### src/rtl/sensor_ultrasonico_distancia_if.sv
// Sensor-side bundle of the ultrasonic ranger: control/echo inputs and the
// trigger/distance outputs that feed the servo mapping ROM.
interface sensor_ultrasonico_distancia_if;
    logic       en;
    logic       echo;
    logic       trig;
    logic [8:0] distancia;
    logic       dist_valida;
    logic       sin_eco;

    modport master (
        output en,
        output echo,
        input  trig,
        input  distancia,
        input  dist_valida,
        input  sin_eco
    );

    modport slave (
        input  en,
        input  echo,
        output trig,
        output distancia,
        output dist_valida,
        output sin_eco
    );
endinterface

### src/rtl/sensor_ultrasonico_distancia.sv
// HC-SR04-style ranger front end: trigger pulse, echo timing, and echo width
// quantised to distance units with a prescaler and a saturating unit counter.
module sensor_ultrasonico_distancia #(
    parameter int TRIG_CYCLES  = 1000,
    parameter int CYC_PER_UNIT = 11600,
    parameter int DIST_MAX     = 10,
    parameter int ECHO_TIMEOUT = 3800000,
    parameter int PAUSA        = 2000000
) (
    input  logic                            clk,
    input  logic                            reset,
    sensor_ultrasonico_distancia_if.slave   bus
);

    localparam int CNT_MAX0 = (PAUSA > TRIG_CYCLES) ? PAUSA : TRIG_CYCLES;
    localparam int CNT_MAX  = (CNT_MAX0 > ECHO_TIMEOUT) ? CNT_MAX0 : ECHO_TIMEOUT;
    localparam int CNT_W    = (CNT_MAX > 1) ? $clog2(CNT_MAX) : 1;
    localparam int PRE_W    = (CYC_PER_UNIT > 1) ? $clog2(CYC_PER_UNIT) : 1;
    localparam int UNIT_W   = (DIST_MAX > 0) ? $clog2(DIST_MAX + 1) : 1;

    // The rising-edge cycle already has echo_s high, so it is counted here.
    localparam logic [PRE_W-1:0]  PRE_FIRST  = (CYC_PER_UNIT > 1) ? PRE_W'(1) : '0;
    localparam logic [UNIT_W-1:0] UNIT_FIRST = (CYC_PER_UNIT == 1 && DIST_MAX > 0) ? UNIT_W'(1) : '0;

    typedef enum logic [2:0] {
        ESPERA,
        DISPARO,
        ESPERA_ECO,
        MEDIR,
        FIN
    } state_t;

    state_t              r_state, w_state;
    logic [CNT_W-1:0]    r_cnt, w_cnt;
    logic [PRE_W-1:0]    r_pre, w_pre;
    logic [UNIT_W-1:0]   r_unit, w_unit;
    logic                r_trig, w_trig;
    logic [8:0]          r_dist, w_dist;
    logic                r_valida, w_valida;
    logic                r_sin_eco, w_sin_eco;
    logic                r_echo_m, r_echo_s, r_echo_d;
    logic                w_rise, w_fall;

    assign w_rise = r_echo_s & ~r_echo_d;
    assign w_fall = ~r_echo_s & r_echo_d;

    always_ff @(posedge clk) begin
        if (reset) begin
            r_state   <= ESPERA;
            r_cnt     <= '0;
            r_pre     <= '0;
            r_unit    <= '0;
            r_trig    <= 1'b0;
            r_dist    <= '0;
            r_valida  <= 1'b0;
            r_sin_eco <= 1'b0;
            r_echo_m  <= 1'b0;
            r_echo_s  <= 1'b0;
            r_echo_d  <= 1'b0;
        end else begin
            r_state   <= w_state;
            r_cnt     <= w_cnt;
            r_pre     <= w_pre;
            r_unit    <= w_unit;
            r_trig    <= w_trig;
            r_dist    <= w_dist;
            r_valida  <= w_valida;
            r_sin_eco <= w_sin_eco;
            r_echo_m  <= bus.echo;
            r_echo_s  <= r_echo_m;
            r_echo_d  <= r_echo_s;
        end
    end

    always_comb begin
        w_state   = r_state;
        w_cnt     = r_cnt;
        w_pre     = r_pre;
        w_unit    = r_unit;
        w_trig    = r_trig;
        w_dist    = r_dist;
        w_valida  = 1'b0;
        w_sin_eco = r_sin_eco;
        case (r_state)
            ESPERA: begin
                // With en low the pause count parks at its terminal value.
                if (r_cnt == CNT_W'(PAUSA - 1)) begin
                    if (bus.en) begin
                        w_cnt   = '0;
                        w_trig  = 1'b1;
                        w_state = DISPARO;
                    end
                end else begin
                    w_cnt = r_cnt + 1'b1;
                end
            end
            DISPARO: begin
                if (r_cnt == CNT_W'(TRIG_CYCLES - 1)) begin
                    w_cnt   = '0;
                    w_trig  = 1'b0;
                    w_state = ESPERA_ECO;
                end else begin
                    w_cnt = r_cnt + 1'b1;
                end
            end
            ESPERA_ECO: begin
                if (w_rise) begin
                    w_cnt   = '0;
                    w_pre   = PRE_FIRST;
                    w_unit  = UNIT_FIRST;
                    w_state = MEDIR;
                end else if (r_cnt == CNT_W'(ECHO_TIMEOUT - 1)) begin
                    w_dist    = 9'(DIST_MAX);
                    w_sin_eco = 1'b1;
                    w_valida  = 1'b1;
                    w_state   = FIN;
                end else begin
                    w_cnt = r_cnt + 1'b1;
                end
            end
            MEDIR: begin
                if (w_fall) begin
                    w_dist    = 9'(r_unit);
                    w_sin_eco = 1'b0;
                    w_valida  = 1'b1;
                    w_state   = FIN;
                end else if (r_cnt == CNT_W'(ECHO_TIMEOUT - 1)) begin
                    w_dist    = 9'(DIST_MAX);
                    w_sin_eco = 1'b1;
                    w_valida  = 1'b1;
                    w_state   = FIN;
                end else begin
                    w_cnt = r_cnt + 1'b1;
                    if (r_echo_s) begin
                        if (r_pre == PRE_W'(CYC_PER_UNIT - 1)) begin
                            w_pre = '0;
                            if (r_unit != UNIT_W'(DIST_MAX))
                                w_unit = r_unit + 1'b1;
                        end else begin
                            w_pre = r_pre + 1'b1;
                        end
                    end
                end
            end
            FIN: begin
                w_cnt   = '0;
                w_state = ESPERA;
            end
            default: begin
                w_cnt   = '0;
                w_state = ESPERA;
            end
        endcase
    end

    assign bus.trig        = r_trig;
    assign bus.distancia   = r_dist;
    assign bus.dist_valida = r_valida;
    assign bus.sin_eco     = r_sin_eco;

endmodule
### src/flat_wrapper.sv
// flat-port wrapper written by rule: the top's interface ports become plain ports
module sensor_ultrasonico_distancia_flat 
#(
    parameter int TRIG_CYCLES  = 1000,
    parameter int CYC_PER_UNIT = 11600,
    parameter int DIST_MAX     = 10,
    parameter int ECHO_TIMEOUT = 3800000,
    parameter int PAUSA        = 2000000
)
  (clk, reset, bus_en, bus_echo, bus_trig, bus_distancia, bus_dist_valida, bus_sin_eco);
  sensor_ultrasonico_distancia_if bus_i ();
  input  logic clk;
  input  logic reset;
  input wire logic [$bits(bus_i.en)-1:0] bus_en;
  input wire logic [$bits(bus_i.echo)-1:0] bus_echo;
  output wire logic [$bits(bus_i.trig)-1:0] bus_trig;
  output wire logic [$bits(bus_i.distancia)-1:0] bus_distancia;
  output wire logic [$bits(bus_i.dist_valida)-1:0] bus_dist_valida;
  output wire logic [$bits(bus_i.sin_eco)-1:0] bus_sin_eco;
  assign bus_i.en = bus_en;
  assign bus_i.echo = bus_echo;
  assign bus_trig = bus_i.trig;
  assign bus_distancia = bus_i.distancia;
  assign bus_dist_valida = bus_i.dist_valida;
  assign bus_sin_eco = bus_i.sin_eco;
  sensor_ultrasonico_distancia #(.TRIG_CYCLES(TRIG_CYCLES), .CYC_PER_UNIT(CYC_PER_UNIT), .DIST_MAX(DIST_MAX), .ECHO_TIMEOUT(ECHO_TIMEOUT), .PAUSA(PAUSA)) u_core (.clk(clk), .reset(reset), .bus(bus_i));
endmodule
### config.mk
export PLATFORM = sky130hd
export DESIGN_NAME = sensor_ultrasonico_distancia_flat
export DESIGN_NICKNAME = d
export VERILOG_FILES = /design/src/rtl/sensor_ultrasonico_distancia_if.sv /design/src/rtl/sensor_ultrasonico_distancia.sv /design/src/flat_wrapper.sv
export SDC_FILE = /design/constraint.sdc
export NUM_CORES = 1
export LEC_CHECK = 0
export CORE_MARGIN = 2
export CORE_UTILIZATION = 35
export DETAILED_ROUTE_END_ITERATION = 10
export PLACE_DENSITY_LB_ADDON = 0.15
export SETUP_SLACK_MARGIN = 0.5
export SLEW_MARGIN = 20
export SYNTH_ARGS = -nofsm -noshare
export SYNTH_HDL_FRONTEND = slang
export SYNTH_SLANG_ARGS = --single-unit
### constraint.sdc
create_clock -name clk -period 5.4 [get_ports clk]
set_input_delay 0.81 -clock clk [delete_from_list [all_inputs] [get_ports clk]]
set_output_delay 0.81 -clock clk [all_outputs]
set_load 0.01 [all_outputs]
After elaboration in Yosys (flattened, before gate mapping)

Index checks and enable logic that the tools add are counted.

Add/sub/neg operators: 3
Multipliers: 0
Div/mod/pow operators: 0
Magnitude comparators: 0
Equality and inequality tests: 19
Shift-type cells: 0
Muxes and demuxes: 43
Bitwise gates (word level): 4
Reductions and logical operators: 9

Operators by type and width:

| operator                | number |
|---|---|
| $mux W22                | 6 |
| $pmux W22 S4            | 1 |
| $mux W14                | 5 |
| $pmux W14 S2            | 1 |
| $mux W9                 | 3 |
| $mux W4                 | 6 |
| $add A22 B1 Y22 const B | 1 |
| $eq A22 B10 Y1 const B  | 1 |
| $eq A22 B21 Y1 const B  | 1 |
| $eq A22 B22 Y1 const B  | 1 |
| $mux W3                 | 6 |
| $pmux W9 S2             | 1 |
| $add A14 B1 Y14 const B | 1 |
| $eq A14 B14 Y1 const B  | 1 |
| $ne A2 B1 Y1 const B    | 6 |
| $pmux W3 S4             | 1 |
| $mux W1                 | 9 |
| $ne A2 B2 Y1 const B    | 4 |
| $pmux W4 S2             | 1 |
| $reduce_and A7 Y1       | 1 |
| $eq A3 B2 Y1 const B    | 2 |
| $pmux W1 S2             | 3 |
| $reduce_and A5 Y1       | 1 |
| $add A4 B1 Y4 const B   | 1 |
| 10 further kinds        | 14 |

Register bits after elaboration: 58
Bits in latches: 0
Memory bits (writable): 0
Memory bits (read-only): 0
Input bits: 4
Output and inout port bits: 12
Memories: 0

Logic depth before layout (Yosys ltp)

Gate-level depths: netlist (run 1).

Depth in word-level cells: 7
Gate-level depth with buffers: 9
Mapped depth without buffers: 7

Worst setup path before layout (run 1)

Ideal clock, no wire load.

Path kind: register -> register
From: register u_core.r_cnt[0]
To: register u_core.r_cnt[19]
Data arrival time: 2.220 ns
Setup slack: 3.111 ns
Cell stages (with the launch flop): 9
Path buffers: 1
Path through: dfxtp_1 ha_1 nand4_1 or4_4 or4_1 buf_6 a31oi_1 nand4_1 o21ai_1

Cells in the longest elaborated chain, start to end: 4

Ends and longest elaborated chain:

| item                                                     | RTL line                                                                 | source |
|---|---|---|
| start: declaration                                       | sensor_ultrasonico_distancia.sv:34                                       | `logic [CNT_W-1:0] r_cnt, w_cnt;` |
| start signal: assignment                                 | sensor_ultrasonico_distancia.sv:62                                       | `r_cnt <= w_cnt;` |
| $add A22 B1 Y22 / $eq A22 B22 Y1 (equally long branches) | -                                                                        |  |
| $mux W22                                                 | sensor_ultrasonico_distancia.sv:112, sensor_ultrasonico_distancia.sv:127 |  |
| $mux W22 (on tied branches)                              | sensor_ultrasonico_distancia.sv:122, sensor_ultrasonico_distancia.sv:107 |  |
| $pmux W22 S4                                             | sensor_ultrasonico_distancia.sv:84                                       | `case (r_state)` |

Several ways; a longest one is shown, not always the timed one. The select of a mux whose other input is x is not followed.
A chain may end at the register's enable or synchronous reset.

Worst setup path in the final report (run 1)

From: register u_core.r_cnt[0]
To: register u_core.r_pre[1]

Cells in the longest elaborated chain, start to end: 3

Ends and longest elaborated chain:

| item                               | RTL line                            | source |
|---|---|---|
| $eq A22 B22 Y1                     | sensor_ultrasonico_distancia.sv:127 | `end else if (r_cnt == CNT_W'(ECHO_TIMEOUT - 1)) begin` |
| $ne A2 B2 Y1 (no source line)      | -                                   |  |
| $reduce_and A5 Y1 (no source line) | -                                   |  |
| end signal: assignment             | sensor_ultrasonico_distancia.sv:63  | `r_pre <= w_pre;` |
| end: declaration                   | sensor_ultrasonico_distancia.sv:35  | `logic [PRE_W-1:0] r_pre, w_pre;` |

No other way between the ends.

==> results of run 1 <==
-- critical path, stage by stage (launching register included) --
cell,delay [ns]
sky130_fd_sc_hd__dfxtp_1,0.38
sky130_fd_sc_hd__ha_1,0.26
sky130_fd_sc_hd__nand4_1,0.25
sky130_fd_sc_hd__or4_4,0.52
sky130_fd_sc_hd__o211ai_1,0.41
sky130_fd_sc_hd__clkbuf_4,0.32
sky130_fd_sc_hd__o2bb2ai_1,0.13
sky130_fd_sc_hd__nand2_1,0.29
sky130_fd_sc_hd__a21oi_1,0.21
-- cell type report --
| type | instances | area, sq um | area share |
|---|---|---|---|
| Timing Repair Buffer | 19 | 180.2 | 0.05028 |
| Multi-Input combinational cell | 303 | 1841 | 0.5136 |
| Tap cell | 108 | 135.1 | 0.03771 |
| Inverter | 11 | 41.29 | 0.01152 |
| Clock buffer | 9 | 123.9 | 0.03457 |
| Sequential cell | 58 | 1161 | 0.3240 |
| Clock inverter | 7 | 101.3 | 0.02828 |
-- layer usage --
metal,track usage,vias to the layer above
met5,0,-
met4,0.06955,0
met2,0.2585,95
met3,0.03436,13
li1,-,1468
met1,0.2481,1403
-- synthesized netlist by cell type, types with 5 or more instances --
master                     number  area (sq um)
sky130_fd_sc_hd__nand4_1       13         81.33
sky130_fd_sc_hd__nand3_1       30         150.1
sky130_fd_sc_hd__clkbuf_1      13         48.80
sky130_fd_sc_hd__a21oi_1       26         130.1
sky130_fd_sc_hd__dfxtp_1       58          1161
sky130_fd_sc_hd__nand3b_1       5         37.54
sky130_fd_sc_hd__nor2_1        35         131.4
sky130_fd_sc_hd__o21ai_0       15         75.07
sky130_fd_sc_hd__and3_1         9         56.30
sky130_fd_sc_hd__nor3_1        14         70.07
sky130_fd_sc_hd__nand2_1       36         135.1
sky130_fd_sc_hd__and2_1         7         43.79
sky130_fd_sc_hd__nor4_1         6         37.54
sky130_fd_sc_hd__inv_1         10         37.54
sky130_fd_sc_hd__buf_2          6         30.03
sky130_fd_sc_hd__xnor2_1       12         105.1
sky130_fd_sc_hd__nor2b_1        6         37.54
sky130_fd_sc_hd__a31oi_1       10         62.56
-- layout by cell type, fill, tap and decap left out, types with 6 or more instances in the layout --
cell type                         count
sky130_fd_sc_hd__dfxtp_1             58
sky130_fd_sc_hd__nand2_1             36
sky130_fd_sc_hd__nor2_1              35
sky130_fd_sc_hd__nand3_1             30
sky130_fd_sc_hd__a21oi_1             26
sky130_fd_sc_hd__o21ai_0             15
sky130_fd_sc_hd__clkdlybuf4s50_1     15
sky130_fd_sc_hd__nor3_1              14
sky130_fd_sc_hd__nand4_1             13
sky130_fd_sc_hd__xnor2_1             12
sky130_fd_sc_hd__inv_1               10
sky130_fd_sc_hd__a31oi_1             10
sky130_fd_sc_hd__and3_1               9
sky130_fd_sc_hd__clkbuf_8             9
sky130_fd_sc_hd__and2_1               7
sky130_fd_sc_hd__nor2b_1              6
-- power groups by stage --
stage	clock [W]	sequential (W)	combinational, W
floorplan	0	0.000449	0.0000242
CTS	0.000469	0.000443	0.0000322
finish	0.000457	0.000443	0.0000321
global placement	0	0.000453	0.0000324
global route	0.000491	0.000444	0.0000366
detailed placement	0	0.000453	0.0000321
-- logic make-up after synthesis --
family | Yosys count | synth area share
mux | 3 | 0.009643
simple gates | 190 | 0.3295
xor+xnor | 12 | 0.03375
flops | 58 | 0.3728
buf+inv | 31 | 0.04219
fa+ha+maj | 4 | 0.01607
compound gates | 94 | 0.1961
-- state kept, by name (all words and copies together), names as in the netlist, 3 cells and up --
register and cells:
u_core.r_state 3, u_core.r_unit 4, u_core.bus.distancia 9, u_core.r_cnt 22, u_core.r_pre 14
-- how the worst min path moves through the flow --
stage                                 endpoint  slack, ns  cells past startpoint
finish              u_core.r_echo_s$_SDFF_PP0_       0.44                      1
global route        u_core.r_echo_s$_SDFF_PP0_       0.45                      1
CTS                 u_core.r_echo_s$_SDFF_PP0_       0.44                      1
detailed placement  u_core.r_echo_s$_SDFF_PP0_       0.42                      1
global placement    u_core.r_echo_s$_SDFF_PP0_       0.42                      1
floorplan           u_core.r_echo_s$_SDFF_PP0_       0.41                      1
-- stage by stage --
| step | std cells | hold WS [ns] | setup slack (ns) |
|---|---|---|---|
| floorplan | 392 | 0.4138 | 3.111 |
| global placement | 498 | 0.4217 | 2.198 |
| detailed placement | 498 | 0.4242 | 2.218 |
| CTS | 514 | 0.4410 | 2.218 |
| global route | 515 | 0.4548 | 2.335 |
| finish | 515 | 0.4371 | 2.572 |
==> metrics.txt, run 1 <==
# TYPE chip_impl_metric gauge
chip_impl_metric{name="warnings_synthesis",unit=""} 0
chip_impl_metric{name="place.detailed.hpwl",unit="um"} 5723
chip_impl_metric{name="antenna_violations_before_repair",unit=""} 0
chip_impl_metric{name="crit_path_max_fanout",unit=""} 13
chip_impl_metric{name="syn_avg_cell_area",unit="sq um"} 7.944
chip_impl_metric{name="netlist_instances",unit=""} 392
chip_impl_info{name="rsz0062_at_grt",value="no"} 1
chip_impl_metric{name="fin_tns_setup",unit="ns"} 0
chip_impl_metric{name="worst_slew_margin_rel",unit=""} 0.3198
chip_impl_metric{name="final-hold-violation-count",unit=""} 0
chip_impl_metric{name="number_of_global_route_vias_before_repair",unit=""} 2688
chip_impl_metric{name="r2r_setup_slack",unit="ns"} 2.57
chip_impl_metric{name="yosysSeqAreaShare",unit=""} 0.3728
chip_impl_metric{name="placed_standard_cell_area",unit="sq um"} 3344
chip_impl_info{name="cp-startpoint",value="u_core.r_cnt[0]$_SDFFE_PP0P_"} 1
chip_impl_metric{name="maxCapViolations",unit=""} 0
chip_impl_metric{name="critical_path_arrival",unit="ns"} 3.10
chip_impl_metric{name="power_frac_seq",unit=""} 0.475
chip_impl_metric{name="syn_area",unit="sq um"} 3114
chip_impl_info{name="cp-endpoint",value="u_core.r_pre[1]$_SDFFE_PP0P_"} 1
chip_impl_metric{name="worst_r2r_path_depth",unit=""} 8
chip_impl_metric{name="placement_rows",unit=""} 34
chip_impl_metric{name="pwr-share-comb",unit=""} 0.034
chip_impl_metric{name="grt-ovfl-total",unit=""} 0
chip_impl_metric{name="largest_net_degree_at_the_start_of_global_routing",unit=""} 30
chip_impl_metric{name="detailroute.wirelength.met2",unit="um"} 3681
chip_impl_info{name="clock-root-buffer",value="sky130_fd_sc_hd__clkbuf_8"} 1
chip_impl_metric{name="max_freq",unit="MHz"} 353.6
chip_impl_metric{name="final_core_utilization",unit=""} 0.4129
chip_impl_metric{name="final_nets",unit=""} 410
chip_impl_metric{name="wl_met1",unit="um"} 3940
chip_impl_metric{name="async_flop_share",unit=""} 0
chip_impl_metric{name="initial_utilization",unit=""} 0.3589
chip_impl_metric{name="p_leak",unit="nW"} 1.213
chip_impl_info{name="worstSetupEndpointType",value="flop"} 1
chip_impl_metric{name="worst_ir_drop_vdd",unit="uV"} 125.2
chip_impl_metric{name="postCtsSetupRepairBufs",unit=""} 0
chip_impl_info{name="tritoncts",value="yes"} 1
chip_impl_metric{name="power.switching",unit="W"} 0.0002228
chip_impl_metric{name="detailroute.via_count",unit=""} 2979
chip_impl_metric{name="route.detailed.wl_per_inst",unit="um"} 15.91
chip_impl_metric{name="floorplan.core_area",unit="sq um"} 8678
chip_impl_metric{name="design_power_total",unit="W"} 0.0009323
chip_impl_info{name="critical_path.reg2reg.startpoint",value="u_core.r_cnt[0]$_SDFFE_PP0P_"} 1
chip_impl_info{name="synth_flop_cell",value="sky130_fd_sc_hd__dfxtp_1"} 1
chip_impl_metric{name="fp.dieH",unit="um"} 98.33
chip_impl_metric{name="grt_first_pass_wirelength",unit="um"} 13680
chip_impl_metric{name="cts_hold_buf",unit=""} 0
chip_impl_metric{name="cp_data_required_time",unit="ns"} 5.67
chip_impl_metric{name="finalSetupViolations",unit=""} 0
chip_impl_metric{name="yosysUniqueCellTypes",unit=""} 59
chip_impl_info{name="result_of_the_run",value="completed"} 1
chip_impl_metric{name="die_width",unit="um"} 98.33
chip_impl_metric{name="cts_inserted_buffers",unit=""} 9
chip_impl_metric{name="clock_path_buffers",unit=""} 2
chip_impl_info{name="critPathLaunchType",value="flop"} 1
chip_impl_metric{name="viasPerCell",unit=""} 5.784
chip_impl_metric{name="drt_pass_1_iters",unit=""} 5
chip_impl_metric{name="fin_skew",unit="ns"} 0.007292
chip_impl_metric{name="dieArea",unit="sq um"} 9669
chip_impl_metric{name="routed_wirelength",unit="um"} 8192
chip_impl_info{name="min_from",value="u_core.r_echo_m$_SDFF_PP0_"} 1
chip_impl_metric{name="slew_violations",unit=""} 0
chip_impl_metric{name="area_delta_synth_final",unit="%"} 15.07
chip_impl_metric{name="clock_latency",unit="ns"} 0.35
chip_impl_metric{name="htree_levels",unit=""} 3
chip_impl_metric{name="synth_seq_cells",unit=""} 58
chip_impl_metric{name="post-route-period-util",unit=""} 0.5236
chip_impl_metric{name="detail_route.iter0.violations",unit=""} 212
chip_impl_metric{name="n_antenna_cell",unit=""} 0
chip_impl_metric{name="cts-resized-gates",unit=""} 0
chip_impl_metric{name="cellPowerDensity",unit="nW/um^2"} 260.2
chip_impl_metric{name="drc",unit=""} 0
chip_impl_metric{name="synth_edf_count",unit=""} 0
chip_impl_metric{name="place.gp.congestion",unit=""} 0.9630
chip_impl_metric{name="numPortBuffers",unit=""} 15
chip_impl_metric{name="period_minus_slack",unit="ns"} 2.828
chip_impl_info{name="hp-class",value="reg2reg"} 1
chip_impl_metric{name="route.antenna.remaining_nets",unit=""} 0
chip_impl_info{name="critical_setup_path_kind",value="reg2reg"} 1
chip_impl_metric{name="power.internal",unit="W"} 0.0007094
chip_impl_metric{name="numClockSinks",unit=""} 58
chip_impl_metric{name="syn_nets",unit=""} 400
chip_impl_metric{name="met3RoutedLength",unit="um"} 460
chip_impl_info{name="reg2reg_to",value="u_core.r_pre[1]$_SDFFE_PP0P_"} 1
chip_impl_metric{name="fin_area",unit="sq um"} 3583
chip_impl_metric{name="power.share.clock",unit=""} 0.491
chip_impl_metric{name="count_of_filler_cells_inserted_in_the_layout",unit=""} 878
chip_impl_metric{name="grt_usage",unit=""} 0.1743
chip_impl_metric{name="proportion_of_total_power_due_to_net_switching",unit=""} 0.2390
chip_impl_metric{name="tightestPinTransition",unit="ns"} 1.020
chip_impl_metric{name="post_route_cells_drive_above_1_share",unit=""} 0.08600
chip_impl_info{name="top_layer_used_by_detailed_routing",value="met4"} 1
chip_impl_metric{name="cts.clk_slew.worst_paths",unit="ns"} 0.07
chip_impl_metric{name="floorplan.io_pins",unit=""} 16
No activity file was read; power rests on OpenSTA's default activity.
==> inputs of run 2 (changes only) <==
clock period = 2.7 ns   (was 5.4 ns; I/O delays follow)
==> metrics.txt, run 2 (synthesis gave the netlist of run 1 again) <==
# TYPE chip_impl_metric gauge
chip_impl_info{name="result_of_the_run",value="completed"} 1
chip_impl_metric{name="floorplan.core_area",unit="sq um"} 8678
chip_impl_metric{name="fin_skew",unit="ns"} 0.006696
chip_impl_metric{name="timing.final.ws_setup",unit="ns"} 0.3348
chip_impl_info{name="tritoncts",value="yes"} 1
chip_impl_info{name="worst_path_dominant_cell_family",value="simple AND/OR/NAND/NOR gates"} 1
chip_impl_metric{name="drt_pass_1_iters",unit=""} 7
chip_impl_metric{name="routed_wirelength",unit="um"} 9561
chip_impl_info{name="clock-root-buffer",value="sky130_fd_sc_hd__clkbuf_8"} 1
chip_impl_metric{name="largest_register_ffs",unit=""} 22
chip_impl_metric{name="worst_slew_margin_rel",unit=""} 0.4749
chip_impl_metric{name="cts.clk_slew.worst_paths",unit="ns"} 0.07
chip_impl_metric{name="preCtsSetupSlack",unit="ns"} 0.2650
chip_impl_metric{name="power.share.clock",unit=""} 0.487
chip_impl_info{name="critical_setup_path_kind",value="reg2reg"} 1
chip_impl_metric{name="numClockSinks",unit=""} 58
chip_impl_metric{name="power.internal",unit="W"} 0.001456
chip_impl_metric{name="place.gp.congestion",unit=""} 0.9459
chip_impl_metric{name="detailroute.via_count",unit=""} 3219
chip_impl_metric{name="n_antenna_cell",unit=""} 0
chip_impl_metric{name="critical_path.max_stage_delay",unit="ns"} 0.58
chip_impl_metric{name="cts_hold_buf",unit=""} 0
chip_impl_metric{name="clock_latency",unit="ns"} 0.34
chip_impl_info{name="layout_common_cells",value="47 x sky130_fd_sc_hd__dfxtp_1, 35 x sky130_fd_sc_hd__nor2_1, 33 x sky130_fd_sc_hd__buf_4"} 1
chip_impl_metric{name="power_frac_seq",unit=""} 0.465
chip_impl_metric{name="design_power_total",unit="W"} 0.001915
chip_impl_metric{name="detail_route.iter0.violations",unit=""} 383
chip_impl_info{name="regMostFlops",value="u_core.r_cnt"} 1
chip_impl_metric{name="post_route_cells_drive_above_1_share",unit=""} 0.2494
chip_impl_metric{name="initial_utilization",unit=""} 0.3589
chip_impl_metric{name="finalSetupViolations",unit=""} 0
chip_impl_metric{name="crit_path_max_fanout",unit=""} 5
chip_impl_info{name="critical_path.reg2reg.startpoint",value="u_core.r_cnt[10]$_SDFFE_PP0P_"} 1
chip_impl_metric{name="number_of_global_route_vias_before_repair",unit=""} 2970
chip_impl_metric{name="route.antenna.remaining_nets",unit=""} 0
chip_impl_metric{name="dieArea",unit="sq um"} 9669
chip_impl_metric{name="slew_violations",unit=""} 0
chip_impl_info{name="min_from",value="u_core.r_echo_m$_SDFF_PP0_"} 1
chip_impl_info{name="worstSetupEndpointType",value="flop"} 1
chip_impl_metric{name="cp_data_required_time",unit="ns"} 2.94
chip_impl_info{name="cp-startpoint",value="u_core.r_cnt[10]$_SDFFE_PP0P_"} 1
chip_impl_metric{name="cellPowerDensity",unit="nW/um^2"} 468.6
chip_impl_metric{name="route.detailed.wl_per_inst",unit="um"} 17.42
chip_impl_metric{name="die_width",unit="um"} 98.33
chip_impl_metric{name="tightestPinTransition",unit="ns"} 0.7794
chip_impl_metric{name="placement_rows",unit=""} 34
chip_impl_info{name="most_common_cell_after_layout_fill_and_taps_aside",value="sky130_fd_sc_hd__dfxtp_1"} 1
chip_impl_info{name="hp-class",value="reg2reg"} 1
chip_impl_metric{name="floorplan.io_pins",unit=""} 16
chip_impl_metric{name="numPortBuffers",unit=""} 15
chip_impl_metric{name="p_leak",unit="nW"} 1.439
chip_impl_info{name="critPathLaunchType",value="flop"} 1
chip_impl_metric{name="post-route-period-util",unit=""} 0.8760
chip_impl_metric{name="max_freq",unit="MHz"} 422.8
chip_impl_metric{name="worst_ir_drop_vdd",unit="uV"} 275.9
chip_impl_info{name="timing.critical_path.slowest_stage_cell",value="sky130_fd_sc_hd__or4_4"} 1
chip_impl_metric{name="fin_tns_setup",unit="ns"} 0
chip_impl_metric{name="final_core_utilization",unit=""} 0.4709
chip_impl_metric{name="cts_inserted_buffers",unit=""} 9
chip_impl_metric{name="maxCapViolations",unit=""} 0
chip_impl_metric{name="worst-path-buf-inv",unit=""} 0
chip_impl_metric{name="htree_levels",unit=""} 3
chip_impl_metric{name="area_delta_synth_final",unit="%"} 31.22
chip_impl_metric{name="proportion_of_total_power_due_to_net_switching",unit=""} 0.2395
chip_impl_info{name="rsz0062_at_grt",value="yes"} 1
chip_impl_metric{name="period_minus_slack",unit="ns"} 2.365
chip_impl_info{name="critPathMostFrequentCell",value="sky130_fd_sc_hd__or4_4"} 1
chip_impl_metric{name="placed_insts",unit=""} 526
chip_impl_metric{name="final-hold-violation-count",unit=""} 0
chip_impl_metric{name="pwr-share-comb",unit=""} 0.048
chip_impl_metric{name="clock_path_buffers",unit=""} 2
chip_impl_metric{name="place.detailed.hpwl",unit="um"} 6521
chip_impl_metric{name="critical_path_arrival",unit="ns"} 2.60
chip_impl_metric{name="antenna_violations_before_repair",unit=""} 0
chip_impl_metric{name="largest_net_degree_at_the_start_of_global_routing",unit=""} 16
chip_impl_metric{name="grt_usage",unit=""} 0.1954
chip_impl_metric{name="grt_first_pass_wirelength",unit="um"} 15220
chip_impl_metric{name="drc",unit=""} 0
chip_impl_metric{name="grt-ovfl-total",unit=""} 0
chip_impl_info{name="worstPathCellList",value="or3_4, or4_4, or4_4, nand2_8, o21ai_1, a311oi_1"} 1
chip_impl_metric{name="fp.dieH",unit="um"} 98.33
chip_impl_metric{name="finished_layout_cells",unit=""} 549
chip_impl_metric{name="power.switching",unit="W"} 0.0004586
chip_impl_metric{name="final_nets",unit=""} 444
chip_impl_metric{name="viasPerCell",unit=""} 5.863
run 2: cell types whose count changed in the layout (fill, tap and decap cells not counted), sizes merged:
cell	change
buf	+34
clkinv	-1
nand2	+1
run 2: power groups by stage:
stage | logic, W | registers [W] | clock network (W)
after floorplan | 0.0000494 | 0.000899 | 0
after global placement | 0.0000759 | 0.000907 | 0
after detailed placement | 0.0000755 | 0.000907 | 0
after CTS | 0.0000868 | 0.000889 | 0.000953
after global routing | 0.0000988 | 0.000893 | 0.000990
final | 0.0000917 | 0.000890 | 0.000933
run 2: path summary, 6_finish.rpt:
check,end,slack (ns),cells past startpoint
setup / recovery,u_core.r_cnt[14]$_SDFFE_PP0P_,0.33,6
hold / removal,u_core.r_echo_s$_SDFF_PP0_,0.44,1
setup reg to reg,u_core.r_cnt[14]$_SDFFE_PP0P_,0.33,6
hold reg to reg,u_core.r_echo_s$_SDFF_PP0_,0.44,1
run 2: layer usage:
layer	vias to the layer above	global-route usage	wire length, um
met2	109	0.2977	4324
met5	-	0	0
met4	0	0.06006	230
met3	26	0.04796	688
li1	1538	-	-
met1	1546	0.2736	4318
run 2: repair_timing:
item	4_1_cts	5_1_grt
resized for setup	21	42
pin swaps	9	37
buffers inserted	5	1
hold endpoints to repair	0	0
setup endpoints to repair	52	50
gates cloned	0	1
run 2: metrics by stage:
step	hold slack, ns	area (sq um)
final	0.4369	4086
after global routing	0.4608	4086
after CTS	0.4376	3906
after detailed placement	0.4204	3565
after global placement	0.4206	3565
after floorplan	0.4138	3141
run 2: final cells by class:
| cell class | instances | area (sq um) |
|---|---|---|
| repair buffers | 52 | 446.7 |
| clock inverters | 6 | 88.84 |
| clock buffers | 10 | 137.6 |
| well taps | 108 | 135.1 |
| flip-flops and latches | 58 | 1185 |
| multi-input cells | 304 | 2052 |
| fillers | 881 | 4592 |
| inverters | 11 | 41.29 |
